===== config.mk =====
export PLATFORM = sky130hd
export DESIGN_NAME = elevator_scheduler
export DESIGN_NICKNAME = d
export VERILOG_FILES = /design/src/rtl/elevator_scheduler.sv
export SDC_FILE = /design/constraint.sdc
export NUM_CORES = 1
export LEC_CHECK = 0
export ABC_AREA = 1
export BUFFER_PORTS_ARGS = -buffer_cell sky130_fd_sc_hd__buf_2
export CORE_AREA = 2 2 56 58
export DETAILED_ROUTE_END_ITERATION = 6
export DIE_AREA = 0 0 58 60
export GPL_TIMING_DRIVEN = 0
export PLACE_DENSITY_LB_ADDON = 0.15
export REMOVE_ABC_BUFFERS = 1
export SETUP_SLACK_MARGIN = 0.3
export SYNTH_ARGS = -nofsm -noshare
export SYNTH_HDL_FRONTEND = slang
export SYNTH_SLANG_ARGS = --single-unit

===== constraint.sdc =====
create_clock -name clk -period 3.2 [get_ports clk]
set_input_delay 0.64 -clock clk [delete_from_list [all_inputs] [get_ports clk]]
set_output_delay 0.64 -clock clk [all_outputs]
set_load 0.02 [all_outputs]

===== src/rtl/elevator_scheduler.sv =====
// SCAN request scheduler and motion sequencer for a 3-floor car.
// Latency: a call latched at edge N starts motion or opens the door at edge N+1; one floor takes TRAVEL_CYCLES.
// Backpressure: none; calls are level inputs that latch into pending until their floor is served.
module elevator_scheduler #(
   parameter logic [1:0]  LABEL_F1      = 2'b00,
   parameter logic [1:0]  LABEL_F2      = 2'b01,
   parameter logic [1:0]  LABEL_F3      = 2'b10,
   parameter int unsigned TRAVEL_CYCLES = 8,
   parameter int unsigned DOOR_CYCLES   = 16
) (
   input  logic       clk,
   input  logic       rst_n,
   input  logic       button1,
   input  logic       button2,
   input  logic       button3,
   output logic       led1,
   output logic       led2,
   output logic       led3,
   output logic [1:0] floor,
   output logic [1:0] goal_floor,
   output logic       dir_up,
   output logic       moving,
   output logic       door
);

   typedef enum logic [1:0] {
      IDLE = 2'd0,
      MOVE = 2'd1,
      DOOR = 2'd2
   } state_t;

   localparam logic [7:0] TRAVEL_LOAD = 8'(TRAVEL_CYCLES - 1);
   localparam logic [7:0] DOOR_LOAD   = 8'(DOOR_CYCLES - 1);

   state_t     state_q, state_d;
   logic [1:0] pos_q, pos_d;
   logic [2:0] pending_q, pending_d;
   logic       dir_up_q, dir_up_d;
   logic       moving_q, moving_d;
   logic       door_q, door_d;
   logic [7:0] timer_q, timer_d;

   logic [2:0] buttons;
   logic [2:0] here_mask;
   logic [2:0] below_mask;
   logic [2:0] up_pend;
   logic [2:0] dn_pend;
   logic [1:0] up_idx;
   logic [1:0] dn_idx;
   logic [1:0] goal_idx;
   logic [1:0] next_pos;
   logic [2:0] next_mask;
   logic       at_end;

   // Position is kept as a 0..2 index internally; labels are applied only at the outputs.
   function automatic logic [1:0] to_label(input logic [1:0] idx);
      case (idx)
         2'd0:    to_label = LABEL_F1;
         2'd1:    to_label = LABEL_F2;
         default: to_label = LABEL_F3;
      endcase
   endfunction

   assign buttons = {button3, button2, button1};

   always_comb begin
      here_mask  = 3'b001 << pos_q;
      below_mask = here_mask - 3'd1;
      up_pend    = pending_q & ~(here_mask | below_mask);
      dn_pend    = pending_q & below_mask;
      // Nearest above is the lowest set bit above; nearest below is the highest set bit below.
      up_idx     = up_pend[1] ? 2'd1 : 2'd2;
      dn_idx     = dn_pend[1] ? 2'd1 : 2'd0;
      goal_idx   = pos_q;
      if (dir_up_q) begin
         if (|up_pend) begin
            goal_idx = up_idx;
         end else if (|dn_pend) begin
            goal_idx = dn_idx;
         end
      end else begin
         if (|dn_pend) begin
            goal_idx = dn_idx;
         end else if (|up_pend) begin
            goal_idx = up_idx;
         end
      end
   end

   always_comb begin
      state_d   = state_q;
      pos_d     = pos_q;
      dir_up_d  = dir_up_q;
      timer_d   = timer_q;
      pending_d = pending_q | buttons;
      at_end    = dir_up_q ? (pos_q == 2'd2) : (pos_q == 2'd0);
      next_pos  = dir_up_q ? (pos_q + 2'd1) : (pos_q - 2'd1);
      next_mask = 3'b001 << next_pos;

      case (state_q)
         IDLE: begin
            if (|(pending_q & here_mask)) begin
               state_d   = DOOR;
               pending_d = pending_d & ~here_mask;
               timer_d   = DOOR_LOAD;
            end else if (|pending_q) begin
               // goal already prefers the current direction, so this only flips when nothing is ahead
               state_d  = MOVE;
               dir_up_d = (goal_idx > pos_q);
               timer_d  = TRAVEL_LOAD;
            end
         end
         MOVE: begin
            if (timer_q != 8'd0) begin
               timer_d = timer_q - 8'd1;
            end else if (at_end) begin
               dir_up_d = ~dir_up_q;
               timer_d  = TRAVEL_LOAD;
            end else begin
               pos_d   = next_pos;
               timer_d = TRAVEL_LOAD;
               if (|(pending_d & next_mask)) begin
                  state_d   = DOOR;
                  pending_d = pending_d & ~next_mask;
                  timer_d   = DOOR_LOAD;
               end
            end
         end
         DOOR: begin
            // A call for the open floor extends the dwell instead of queuing a revisit.
            pending_d = pending_d & ~here_mask;
            if (|(buttons & here_mask)) begin
               timer_d = DOOR_LOAD;
            end else if (timer_q == 8'd0) begin
               state_d = IDLE;
            end else begin
               timer_d = timer_q - 8'd1;
            end
         end
         default: begin
            state_d = IDLE;
         end
      endcase

      moving_d = (state_d == MOVE);
      door_d   = (state_d == DOOR);
   end

   always_ff @(posedge clk or negedge rst_n) begin
      if (!rst_n) begin
         state_q   <= IDLE;
         pos_q     <= 2'd0;
         pending_q <= 3'b000;
         dir_up_q  <= 1'b1;
         moving_q  <= 1'b0;
         door_q    <= 1'b0;
         timer_q   <= 8'd0;
      end else begin
         state_q   <= state_d;
         pos_q     <= pos_d;
         pending_q <= pending_d;
         dir_up_q  <= dir_up_d;
         moving_q  <= moving_d;
         door_q    <= door_d;
         timer_q   <= timer_d;
      end
   end

   assign led1       = pending_q[0];
   assign led2       = pending_q[1];
   assign led3       = pending_q[2];
   assign floor      = to_label(pos_q);
   assign goal_floor = to_label(goal_idx);
   assign dir_up     = dir_up_q;
   assign moving     = moving_q;
   assign door       = door_q;

endmodule

==> flow_metrics.py, run 1 <==
metrics = {
    "drt": {
        "route.detailed.drc": 0,
        "post_detailed_route_via_to_cell_ratio": 5.268,
        "vias": 1396,
        "wl_microns": 3301,
        "route.antenna.remaining_nets": 0,
        "route.detailed.wl_per_inst_microns": 12.46,
        "detail_route.first_pass.iterations": 4,
        "detailedRoute.firstIterationViolations": 49,
    },
    "yosys": {
        "portion_of_synthesized_cell_area_occupied_by_the_leading_cell_type_pct": 27.78,
        "synth.cell_area_sq_um": 1531,
        "synth.top_cells.by_count": "sky130_fd_sc_hd__nand2_1 (41), sky130_fd_sc_hd__inv_1 (39), sky130_fd_sc_hd__nor2_1 (19), sky130_fd_sc_hd__dfrtp_1 (17), sky130_fd_sc_hd__ha_1 (13)",
        "synth-seq-cells": 18,
        "yosysSeqAreaShare_pct": 29.49,
        "yosys-top-cells-area": "sky130_fd_sc_hd__dfrtp_1 (28%), sky130_fd_sc_hd__ha_1 (11%), sky130_fd_sc_hd__nand2_1 (10%)",
        "synth-warning-count": 0,
        "synth.largest_area_cell": "sky130_fd_sc_hd__dfrtp_1",
        "most_common_cell_in_the_synthesized_netlist": "sky130_fd_sc_hd__nand2_1",
        "post_synth.cell_area_avg_sq_um": 7.156,
        "synthDistinctLibCells": 36,
        "post_synth_inst_count": 214,
        "synth-edff-count": 0,
        "synth-async-reset-ratio_pct": 100.0,
        "yosys_most_used_dff": "sky130_fd_sc_hd__dfrtp_1",
    },
    "global_routing": {
        "tot_gr_track_use_pct": 20.80,
        "grt_pass1_vias": 1312,
        "antenna_found_initial": 0,
        "grt_pass1_wl_microns": 5623,
        "pin_count_of_the_biggest_net_entering_global_routing": 19,
        "grt_overflow": 0,
    },
    "sta": {
        "pins_over_their_slew_limit": 0,
        "finalHoldViolations": 0,
        "final.setup_skew_ns": 0.01051,
        "min_period_over_period_pct": 85.17,
        "post-route-worst-setup-slack_ns": 0.4746,
        "max_slew_margin_pct": 73.38,
        "setup_total_negative_slack_ns": 0,
        "rsz0062_at_grt": "no",
        "clock.fmax_ghz": 0.3669,
        "timing_worst_slew_pin_value_ns": 0.3963,
        "fin_crit_ns": 2.725,
        "timing.hold.ws_ns": 0.2465,
        "setup-violations-final": 0,
    },
    "floorplan": {
        "chipHeight_microns": 60,
        "floorplan.io_pins": 15,
        "floorplan.die.width_microns": 58,
        "initial_cell_density_of_the_core_pct": 52.76,
        "rows": 20,
        "core_area_sq_um": 2903,
        "dieArea_sq_um": 3480,
    },
    "placement": {
        "place_worst_setup_slack_ns": 0.5153,
        "dpl.hpwl_microns": 2539,
        "place.port_buffers": 14,
        "gp_routability_congestion": 0.9015,
    },
    "clock_tree": {
        "clock_sink_count": 18,
        "cts_tree": "built",
        "path_clk_slew_ns": 0.11,
        "clockRootBuffer": "sky130_fd_sc_hd__clkbuf_4",
        "cts.htree.levels": 1,
        "worstSkewPairLatency_ns": 0.30,
        "clock_path_buffers": 2,
        "tritoncts.num_buffers": 3,
    },
    "cells_and_area": {
        "final_layout_size_suffix_gt1_share_pct": 21.55,
        "antenna-diode-count": 0,
        "area_growth_syn_to_layout_pct": 11.27,
        "utilization_pct": 58.71,
        "final_stage_net_count": 251,
    },
    "critical_path": {
        "critical_path.n_buffers_inverters": 6,
        "worstPathMaxFanout": 5,
        "worstSetupStartpointType": "register",
        "setup.worst_path.class": "reg2out",
        "crit_slowest_cell": "sky130_fd_sc_hd__dfrtp_2",
        "cp_common_cell": "sky130_fd_sc_hd__inv_1",
        "worstReg2RegStart": "pos_q[0]",
        "arr_time_crit_path_ns": 2.09,
        "crit_path_cell_trace": "inv_2 > ha_4 > inv_1 > ha_1 > nor2_1 > inv_1 > o211ai_1 > nand2_1 > inv_1 > o22ai_1 > inv_1 > buf_2",
        "critical_path.max_stage_delay_ns": 0.43,
        "rrSetupSlack_ns": 0.92,
        "worst-endpoint-required_ns": 2.56,
        "reg2regPathDepth": 15,
        "critical_path.reg2reg.endpoint": "dir_up",
        "critical_path.top_delay_family": "buffers and inverters",
        "end_kind": "primary output",
    },
    "flow_run": {
        "drv.max_cap_violation_count": 0,
    },
    "pwr": {
        "pleak_nw": 0.9439,
        "worst_ir_drop_vdd_mv": 0.6160,
        "finalPower_mw": 1.774,
        "power.density_cell_area_nw_per_um2": 1041,
    },
    "worst_hold_path": {
        "min_path_type": "in2async",
    },
    "status": {
        "status": "completed",
    },
}
stage by stage:
step / cell area (sq um) / instances
2_1_floorplan: 1496 / 210
3_3_place_gp: 1608 / 257
3_5_place_dp: 1608 / 257
4_1_cts: 1660 / 263
5_1_grt: 1704 / 265
6_report: 1704 / 265
metal layers:
layer  up-vias  part of all wire [%]  global-route usage, %
met4         0                   1.9                  10.30
met1       647                    46                  26.04
met5         -                     0                      0
met2        20                    49                  35.39
li1        722                     -                      -
met3         7                   2.8                  2.597
logic make-up (layout without fill, tap and decap cells):
group | Yosys count | after routing | share of synthesized area (%)
and+or+nand+nor | 94 | 94 | 28.35
buffers and inverters | 45 | 63 | 12.42
AOI/OAI and AO/OA | 40 | 40 | 16.83
DFF | 18 | 18 | 29.49
adders and majority gates | 13 | 13 | 10.62
xor gates and xnor gates | 4 | 4 | 2.288
timing repair:
action / CTS / global route
hold buffers: 0 / 0
setup buffers: 2 / 2
gates resized for setup: 1 / 7
setup endpoints to repair: 2 / 2
state kept, by name (all words and copies together) (netlist names):
register and flops:
pos_q 2, pending_q 3, timer_q 8, door 1, moving 1, state_q 2
dir_up 1
power breakdown:
| group | total [mW] | switching (mW) | internal [mW] |
|---|---|---|---|
| clock network | 0.142 | 0.0728 | 0.0694 |
| registers | 0.399 | 0.0831 | 0.316 |
| logic | 1.23 | 0.779 | 0.454 |
cells in the final DEF, fill, tap and decap left out, drive strengths merged, types with 4 or more instances in the layout:
cell type	n
dfrtp	17
inv	40
buf	18
a31oi	4
o21ai	14
ha	13
o22ai	4
nand3	14
nor2	24
clkbuf	4
nand2	47
nor3	5
a21oi	6
area by class of cell:
type	count	area [sq um]
fill	272	1199
tap	33	41.29
timing repair buffer	18	100.1
clock buffer	4	36.28
inverter	41	155.1
sequential	18	452.9
multi-input combinational	151	918.4
worst max-delay path by stage:
stage	startpoint	to	depth (start not counted)
3_3_place_gp	pos_q[0]	goal_floor[0]	12
6_report	pos_q[0]	goal_floor[0]	12
2_1_floorplan	pos_q[1]	goal_floor[0]	11
4_1_cts	pos_q[1]	goal_floor[0]	12
5_1_grt	pos_q[1]	goal_floor[0]	12
3_5_place_dp	pos_q[0]	goal_floor[0]	12
worst register-to-register path: stages, from the launching register on:
cell,delay (ns)
sky130_fd_sc_hd__dfrtp_2,0.43
sky130_fd_sc_hd__inv_2,0.12
sky130_fd_sc_hd__ha_4,0.17
sky130_fd_sc_hd__inv_1,0.07
sky130_fd_sc_hd__ha_1,0.27
sky130_fd_sc_hd__nor2_1,0.11
sky130_fd_sc_hd__inv_1,0.06
sky130_fd_sc_hd__o211ai_1,0.12
sky130_fd_sc_hd__nand2_1,0.08
sky130_fd_sc_hd__inv_1,0.09
sky130_fd_sc_hd__nor2_1,0.05
sky130_fd_sc_hd__ha_1,0.29
sky130_fd_sc_hd__inv_1,0.04
sky130_fd_sc_hd__o21bai_1,0.12
sky130_fd_sc_hd__a22oi_1,0.08
sky130_fd_sc_hd__o21ai_1,0.15
Power figures use the tool's default switching activity.
==> run 2, diff against run 1 <==
--- a/config.mk
+++ b/config.mk
@@ -11,9 +11,10 @@
 export DETAILED_ROUTE_END_ITERATION = 6
 export DIE_AREA = 0 0 58 60
 export GPL_TIMING_DRIVEN = 0
-export PLACE_DENSITY_LB_ADDON = 0.15
+export PLACE_DENSITY = 0.73
 export REMOVE_ABC_BUFFERS = 1
 export SETUP_SLACK_MARGIN = 0.3
+export SLEW_MARGIN = 40
 export SYNTH_ARGS = -nofsm -noshare
 export SYNTH_HDL_FRONTEND = slang
 export SYNTH_SLANG_ARGS = --single-unit
==> run 2 against run 1 <==
Net effect:
- flip-flop and latch count stayed put
- largest cell class unchanged
- maximum frequency about the same
- wire length shrank 4.8%
- critical path depth unchanged
- utilization is 0.91 points lower
- global-route usage decreased by 0.17 points
- die area unchanged
==> flow_metrics.py, run 2 (synthesis results as in run 1) <==
metrics = {
    "sta": {
        "timing_worst_slew_pin_value_ns": 0.4335,
        "finalHoldViolations": 0,
        "setup-violations-final": 0,
        "fin_crit_ns": 2.724,
        "final.setup_skew_ns": 0.007311,
        "clock.fmax_ghz": 0.3671,
        "pins_over_their_slew_limit": 0,
        "rsz0062_at_grt": "no",
        "min_period_over_period_pct": 85.14,
        "timing.hold.ws_ns": 0.2530,
        "setup_total_negative_slack_ns": 0,
        "max_slew_margin_pct": 70.88,
    },
    "floorplan": {
        "chipHeight_microns": 60,
        "floorplan.die.width_microns": 58,
        "initial_cell_density_of_the_core_pct": 52.76,
        "dieArea_sq_um": 3480,
        "core_area_sq_um": 2903,
        "rows": 20,
        "floorplan.io_pins": 15,
    },
    "critical_path": {
        "reg2regPathDepth": 15,
        "crit_slowest_cell": "sky130_fd_sc_hd__dfrtp_2",
        "end_kind": "primary output",
        "worst-endpoint-required_ns": 2.56,
        "cp_common_cell": "sky130_fd_sc_hd__inv_1",
        "rrSetupSlack_ns": 0.91,
        "crit_path_cell_trace": "buf_4 > ha_2 > inv_1 > ha_1 > nor2_1 > inv_1 > o211ai_1 > nand2_1 > inv_1 > o22ai_1 > inv_1 > buf_2",
        "critical_path.startpoint": "pos_q[0]",
        "critical_path.top_delay_family": "buffers and inverters",
        "critical_path.max_stage_delay_ns": 0.46,
        "arr_time_crit_path_ns": 2.08,
        "critical_path.n_buffers_inverters": 6,
        "worstSetupStartpointType": "register",
        "setup.worst_path.class": "reg2out",
        "worstReg2RegStart": "pos_q[0]",
        "critical_path.reg2reg.endpoint": "dir_up",
        "worstPathMaxFanout": 4,
    },
    "clock_tree": {
        "worstSkewPairLatency_ns": 0.30,
        "cts_tree": "built",
        "clock_sink_count": 18,
        "clockRootBuffer": "sky130_fd_sc_hd__clkbuf_4",
        "tritoncts.num_buffers": 3,
        "cts_hold_repair.buffers": 0,
        "cts.htree.levels": 1,
        "path_clk_slew_ns": 0.11,
        "clock_path_buffers": 2,
    },
    "global_routing": {
        "antenna_found_initial": 0,
        "grt_overflow": 0,
        "grt_pass1_wl_microns": 5375,
        "tot_gr_track_use_pct": 20.63,
        "grt_pass1_vias": 1240,
        "pin_count_of_the_biggest_net_entering_global_routing": 19,
    },
    "pwr": {
        "finalPower_mw": 1.734,
        "power.density_cell_area_nw_per_um2": 1033,
        "worst_ir_drop_vdd_mv": 0.7857,
        "pleak_nw": 0.9368,
    },
    "cells_and_area": {
        "largest-register": "timer_q",
        "area_growth_syn_to_layout_pct": 9.559,
        "finish.instance_area_sq_um": 1678,
        "most_common_library_cell_in_the_layout_ignoring_fill_and_taps": "sky130_fd_sc_hd__nand2_1",
        "final_stage_net_count": 250,
        "antenna-diode-count": 0,
        "final_layout_size_suffix_gt1_share_pct": 20.78,
        "utilization_pct": 57.80,
        "number_of_flip_flops_under_the_largest_register_name": 8,
        "layout_common_cells": "sky130_fd_sc_hd__nand2_1 (41), sky130_fd_sc_hd__inv_1 (37), sky130_fd_sc_hd__nor2_1 (19), sky130_fd_sc_hd__dfrtp_1 (16), sky130_fd_sc_hd__buf_2 (14)",
        "reg_top3": "timer_q (8), pending_q (3)",
    },
    "placement": {
        "dpl.hpwl_microns": 2437,
        "dpl-instance-area_sq_um": 1608,
        "gp_routability_congestion": 0.8078,
        "place.port_buffers": 14,
    },
    "drt": {
        "route.detailed.drc": 0,
        "detailedRoute.firstIterationViolations": 35,
        "vias": 1392,
        "wl_microns": 3143,
        "route.detailed.wl_per_inst_microns": 11.91,
        "post_detailed_route_via_to_cell_ratio": 5.273,
        "detail_route.first_pass.iterations": 4,
        "route.antenna.remaining_nets": 0,
    },
    "flow_run": {
        "drv.max_cap_violation_count": 0,
    },
    "worst_hold_path": {
        "min_path_type": "in2async",
    },
    "status": {
        "status": "completed",
    },
}
run 2: cell count changes in the layout (fill, tap and decap cells not counted):
cell                      before  now
sky130_fd_sc_hd__a21oi_1       4    5
sky130_fd_sc_hd__ha_2          0    2
sky130_fd_sc_hd__buf_4         4    3
sky130_fd_sc_hd__a21oi_2       1    0
sky130_fd_sc_hd__ha_4          2    0
sky130_fd_sc_hd__inv_4         0    2
sky130_fd_sc_hd__inv_2         3    1
run 2: repair_timing:
action	in CTS	in global routing
endpoints found under the setup margin	2	2
gates resized for setup	2	5
buffers inserted	0	3
run 2: final cells by class:
cell class,count,area (sq um)
Clock buffer,4,36.28
Fill cell,268,1225
Inverter,41,160.2
Multi-Input combinational cell,151,894.6
Sequential cell,18,452.9
Tap cell,33,41.29
Timing Repair Buffer,17,92.59
run 2: worst max path at each step:
stage                     to  slack, ns  cells past startpoint
3_3_place_gp   goal_floor[0]       0.48                     12
3_5_place_dp   goal_floor[0]       0.50                     12
4_1_cts        goal_floor[0]       0.33                     12
5_1_grt        goal_floor[0]       0.31                     12
6_report       goal_floor[0]       0.48                     12
2_1_floorplan  goal_floor[0]       0.76                     11
run 2: worst reg2reg max path, delay by kind of cell (launching register included):
| kind | cells | cell delay [ns] |
|---|---|---|
| buf+inv | 5 | 0.41 |
| flops | 1 | 0.46 |
| compound gates | 4 | 0.43 |
| simple gates | 3 | 0.22 |
| fa+ha+maj | 3 | 0.70 |
run 2: report_power, final:
part	leakage [nW]	switching, mW	total, mW	internal, mW
Clock	0.0210	0.0716	0.141	0.0694
Combinational	0.694	0.758	1.19	0.437
Sequential	0.222	0.0819	0.398	0.316
run 2: metrics by stage:
step / std cells / setup WS, ns
3_5_place_dp: 257 / 0.5047
3_3_place_gp: 257 / 0.4772
5_1_grt: 264 / 0.3059
2_1_floorplan: 210 / 0.7597
4_1_cts: 261 / 0.3336
6_report: 264 / 0.4756
run 2: routing by layer:
metal / up-vias / global-route usage, % / routed length (microns)
met5: - / 0 / 0
met3: 4 / 2.597 / 121
met1: 636 / 26.93 / 1485
met2: 29 / 34.90 / 1493
met4: 0 / 7.973 / 42
li1: 723 / - / -
==> run 3, diff against run 2 <==
--- a/config.mk
+++ b/config.mk
@@ -5,11 +5,10 @@
 export SDC_FILE = /design/constraint.sdc
 export NUM_CORES = 1
 export LEC_CHECK = 0
-export ABC_AREA = 1
 export BUFFER_PORTS_ARGS = -buffer_cell sky130_fd_sc_hd__buf_2
-export CORE_AREA = 2 2 56 58
+export CORE_AREA = 2 2 54 56
 export DETAILED_ROUTE_END_ITERATION = 6
-export DIE_AREA = 0 0 58 60
+export DIE_AREA = 0 0 56 58
 export GPL_TIMING_DRIVEN = 0
 export PLACE_DENSITY = 0.73
 export REMOVE_ABC_BUFFERS = 1
==> run 3 against run 2 <==
Net effect:
- non-clock buffer count rose by 7
- die area shrank 6.7%
- wire length increased by 2.0%
- utilization up 6.1 points
- clock power fell by 16%
- register-to-register slack lost 0.23 ns
- synthesized cell count down 22%
- setup slack lost 0.068 ns
- sequential power increased by 9.5%
==> flow_metrics.py, run 3 <==
metrics = {
    "yosys": {
        "yosys.area_share.xor_xnor_pct": 5.610,
        "synth-async-reset-ratio_pct": 100.0,
        "synth-seq-cells": 18,
        "post_synth.cell_area_avg_sq_um": 8.464,
        "synth_adder_area_share_pct": 11.58,
        "synth.top_cells.by_count": "sky130_fd_sc_hd__a21oi_1 (19), sky130_fd_sc_hd__dfrtp_1 (17), sky130_fd_sc_hd__nor2_1 (16), sky130_fd_sc_hd__ha_1 (13), sky130_fd_sc_hd__nand2_1 (13)",
        "yosys-top-cells-area": "sky130_fd_sc_hd__dfrtp_1 (30%), sky130_fd_sc_hd__ha_1 (12%), sky130_fd_sc_hd__a21oi_1 (6.8%)",
        "synthDistinctLibCells": 39,
        "synth.area.mux_share_pct": 2.315,
        "synth-warning-count": 0,
        "yosys_most_used_dff": "sky130_fd_sc_hd__dfrtp_1",
        "yosysSeqAreaShare_pct": 32.15,
        "synthSimpleGateAreaFrac_pct": 23.42,
        "synth_compound_area_share_pct": 21.37,
        "portion_of_synthesized_cell_area_occupied_by_the_leading_cell_type_pct": 30.28,
        "post_synth_inst_count": 166,
        "synth.cell_area_sq_um": 1405,
        "synth.largest_area_cell": "sky130_fd_sc_hd__dfrtp_1",
        "most_common_cell_in_the_synthesized_netlist": "sky130_fd_sc_hd__a21oi_1",
        "combinational_family_with_the_most_area_after_synthesis": "simple AND/OR/NAND/NOR gates",
        "synth-edff-count": 0,
    },
    "floorplan": {
        "floorplan.io_pins": 15,
        "floorplan.die.width_microns": 56,
        "dieArea_sq_um": 3248,
        "core_area_sq_um": 2663,
        "chipHeight_microns": 58,
        "rows": 19,
        "initial_cell_density_of_the_core_pct": 52.77,
    },
    "cells_and_area": {
        "seq_area_sq_um": 452.9,
        "largest-register": "timer_q",
        "area_growth_syn_to_layout_pct": 21.02,
        "layout.cells.non_filler": 223,
        "utilization_pct": 63.86,
        "fillCellCount": 215,
        "final_layout_size_suffix_gt1_share_pct": 25.52,
        "antenna-diode-count": 0,
        "multi_input_area_sq_um": 985.9,
        "final_stage_net_count": 211,
        "layout_common_cells": "sky130_fd_sc_hd__a21oi_1 (19), sky130_fd_sc_hd__dfrtp_1 (16), sky130_fd_sc_hd__nor2_1 (14), sky130_fd_sc_hd__nand2_1 (13), sky130_fd_sc_hd__buf_2 (13)",
        "number_of_flip_flops_under_the_largest_register_name": 8,
        "reg_top3": "timer_q (8), pending_q (3)",
        "most_common_library_cell_in_the_layout_ignoring_fill_and_taps": "sky130_fd_sc_hd__a21oi_1",
    },
    "drt": {
        "detail_route.first_pass.iterations": 5,
        "wl_microns": 3207,
        "detailedRoute.firstIterationViolations": 71,
        "route.detailed.drc": 0,
        "vias": 1324,
        "post_detailed_route_via_to_cell_ratio": 5.937,
        "route.antenna.remaining_nets": 0,
        "route.detailed.wl_per_inst_microns": 14.38,
    },
    "critical_path": {
        "end_kind": "primary output",
        "crit_slowest_cell": "sky130_fd_sc_hd__dfrtp_2",
        "worstPathMaxFanout": 4,
        "arr_time_crit_path_ns": 2.15,
        "critical_path.top_delay_family": "simple AND/OR/NAND/NOR gates",
        "worst-endpoint-required_ns": 2.56,
        "critical_path.max_stage_delay_ns": 0.46,
        "setup.worst_path.class": "reg2out",
        "worstSetupStartpointType": "register",
        "critical_path.n_buffers_inverters": 3,
        "crit_path_cell_trace": "inv_4 > ha_4 > inv_1 > ha_1 > nand2b_4 > a31oi_4 > nor2_2 > nor3_4 > nor2_4 > buf_6",
    },
    "sta": {
        "clock.fmax_ghz": 0.3582,
        "final.setup_skew_ns": 0.006931,
        "rsz0062_at_grt": "no",
        "timing_worst_slew_pin_value_ns": 0.7218,
        "max_slew_margin_pct": 51.88,
        "finalHoldViolations": 0,
        "setup_total_negative_slack_ns": 0,
        "pins_over_their_slew_limit": 0,
        "fin_crit_ns": 2.792,
        "timing.hold.ws_ns": 0.2481,
        "min_period_over_period_pct": 87.25,
        "setup-violations-final": 0,
    },
    "clock_tree": {
        "worstSkewPairLatency_ns": 0.30,
        "path_clk_slew_ns": 0.10,
        "clockRootBuffer": "sky130_fd_sc_hd__clkbuf_4",
        "clock_path_buffers": 2,
        "tritoncts.num_buffers": 3,
        "cts_hold_repair.buffers": 0,
        "clock_sink_count": 18,
        "cts.htree.levels": 1,
        "cts_tree": "built",
    },
    "global_routing": {
        "antenna_found_initial": 0,
        "grt_pass1_wl_microns": 5119,
        "grt_pass1_vias": 1175,
        "pin_count_of_the_biggest_net_entering_global_routing": 19,
        "tot_gr_track_use_pct": 19.58,
        "grt_overflow": 0,
    },
    "pwr": {
        "power.net_switching_mw": 0.9038,
        "netSwitchingFraction_pct": 49.27,
        "p_int_mw": 0.9307,
        "combPwrFrac_pct": 69.8,
        "power.density_cell_area_nw_per_um2": 1079,
        "power.share.clock_pct": 6.5,
        "power_frac_seq_pct": 23.8,
        "worst_ir_drop_vdd_mv": 0.7209,
        "pleak_nw": 0.7554,
    },
    "placement": {
        "placed_instances": 209,
        "gp_routability_congestion": 0.8539,
        "place.port_buffers": 14,
        "dpl.hpwl_microns": 2226,
    },
    "status": {
        "status": "completed",
    },
    "flow_run": {
        "drv.max_cap_violation_count": 0,
    },
    "worst_hold_path": {
        "min_path_type": "in2async",
    },
}
## run 3: changes by cell type in the layout (fill, tap and decap cells not counted), moves of 5 or more
cell | before | now
sky130_fd_sc_hd__nand2_2 | 6 | 1
sky130_fd_sc_hd__a21oi_1 | 5 | 19
sky130_fd_sc_hd__nand2_1 | 41 | 13
sky130_fd_sc_hd__nor2_1 | 19 | 14
sky130_fd_sc_hd__buf_4 | 3 | 8
sky130_fd_sc_hd__inv_1 | 37 | 9
sky130_fd_sc_hd__nand3_1 | 12 | 3
## run 3: power by group through the flow
stage,sequential (mW),clock (mW),combinational (mW)
after floorplan,0.453,0,0.789
final,0.436,0.118,1.28
after CTS,0.424,0.121,1.12
after detailed placement,0.435,0,1.05
after global routing,0.447,0.132,1.42
after global placement,0.432,0,1.03
## run 3: kinds of logic after synthesis
| kind of cell | count (synthesis) |
|---|---|
| AO/OA/AOI/OAI | 48 |
| XOR/XNOR | 9 |
| adder cells (fa/ha/maj) | 13 |
| buffers and inverters | 13 |
| flip-flops | 18 |
| multiplexers | 3 |
| AND/OR/NAND/NOR | 62 |
## run 3: layer usage
metal / part of all wire (%) / track usage [%]
met1: 43 / 25.00
met2: 50 / 34.45
met3: 5.3 / 2.455
met4: 1.8 / 6.803
met5: 0 / 0
## run 3: per-stage QoR
step / power [mW] / worst slack, ns / cell area (sq um)
finish: 1.834 / 0.4079 / 1700
global route: 1.996 / 0.2771 / 1700
CTS: 1.661 / 0.3160 / 1595
detailed placement: 1.489 / 0.3303 / 1505
global placement: 1.458 / 0.3896 / 1505
floorplan: 1.242 / 0.4463 / 1396
## run 3: path summary, 6_finish.rpt
check,cells after the start,endpoint,slack (ns),from
min in group clk,2,timer_q[7],0.56,timer_q[7]
max in group asynchronous,1,dir_up,2.62,rst_n
setup reg to reg,13,dir_up,0.68,pos_q[0]
setup / recovery,10,goal_floor[0],0.41,pos_q[0]
hold / removal,1,timer_q[6],0.25,rst_n
hold reg to reg,2,timer_q[7],0.56,timer_q[7]
## run 3: final cells by class
type                            count  area share [%]
Clock buffer                        4           1.545
Inverter                           11           2.575
Sequential cell                    18           26.64
Multi-Input combinational cell    135           57.98
Timing Repair Buffer               24           8.977
Tap cell                           31           2.281
## run 3: repair_timing
action                                  CTS  global route
endpoints found under the setup margin    2             2
pin swaps                                 1             5
buffers inserted                          5             4
resized for setup                         7            15
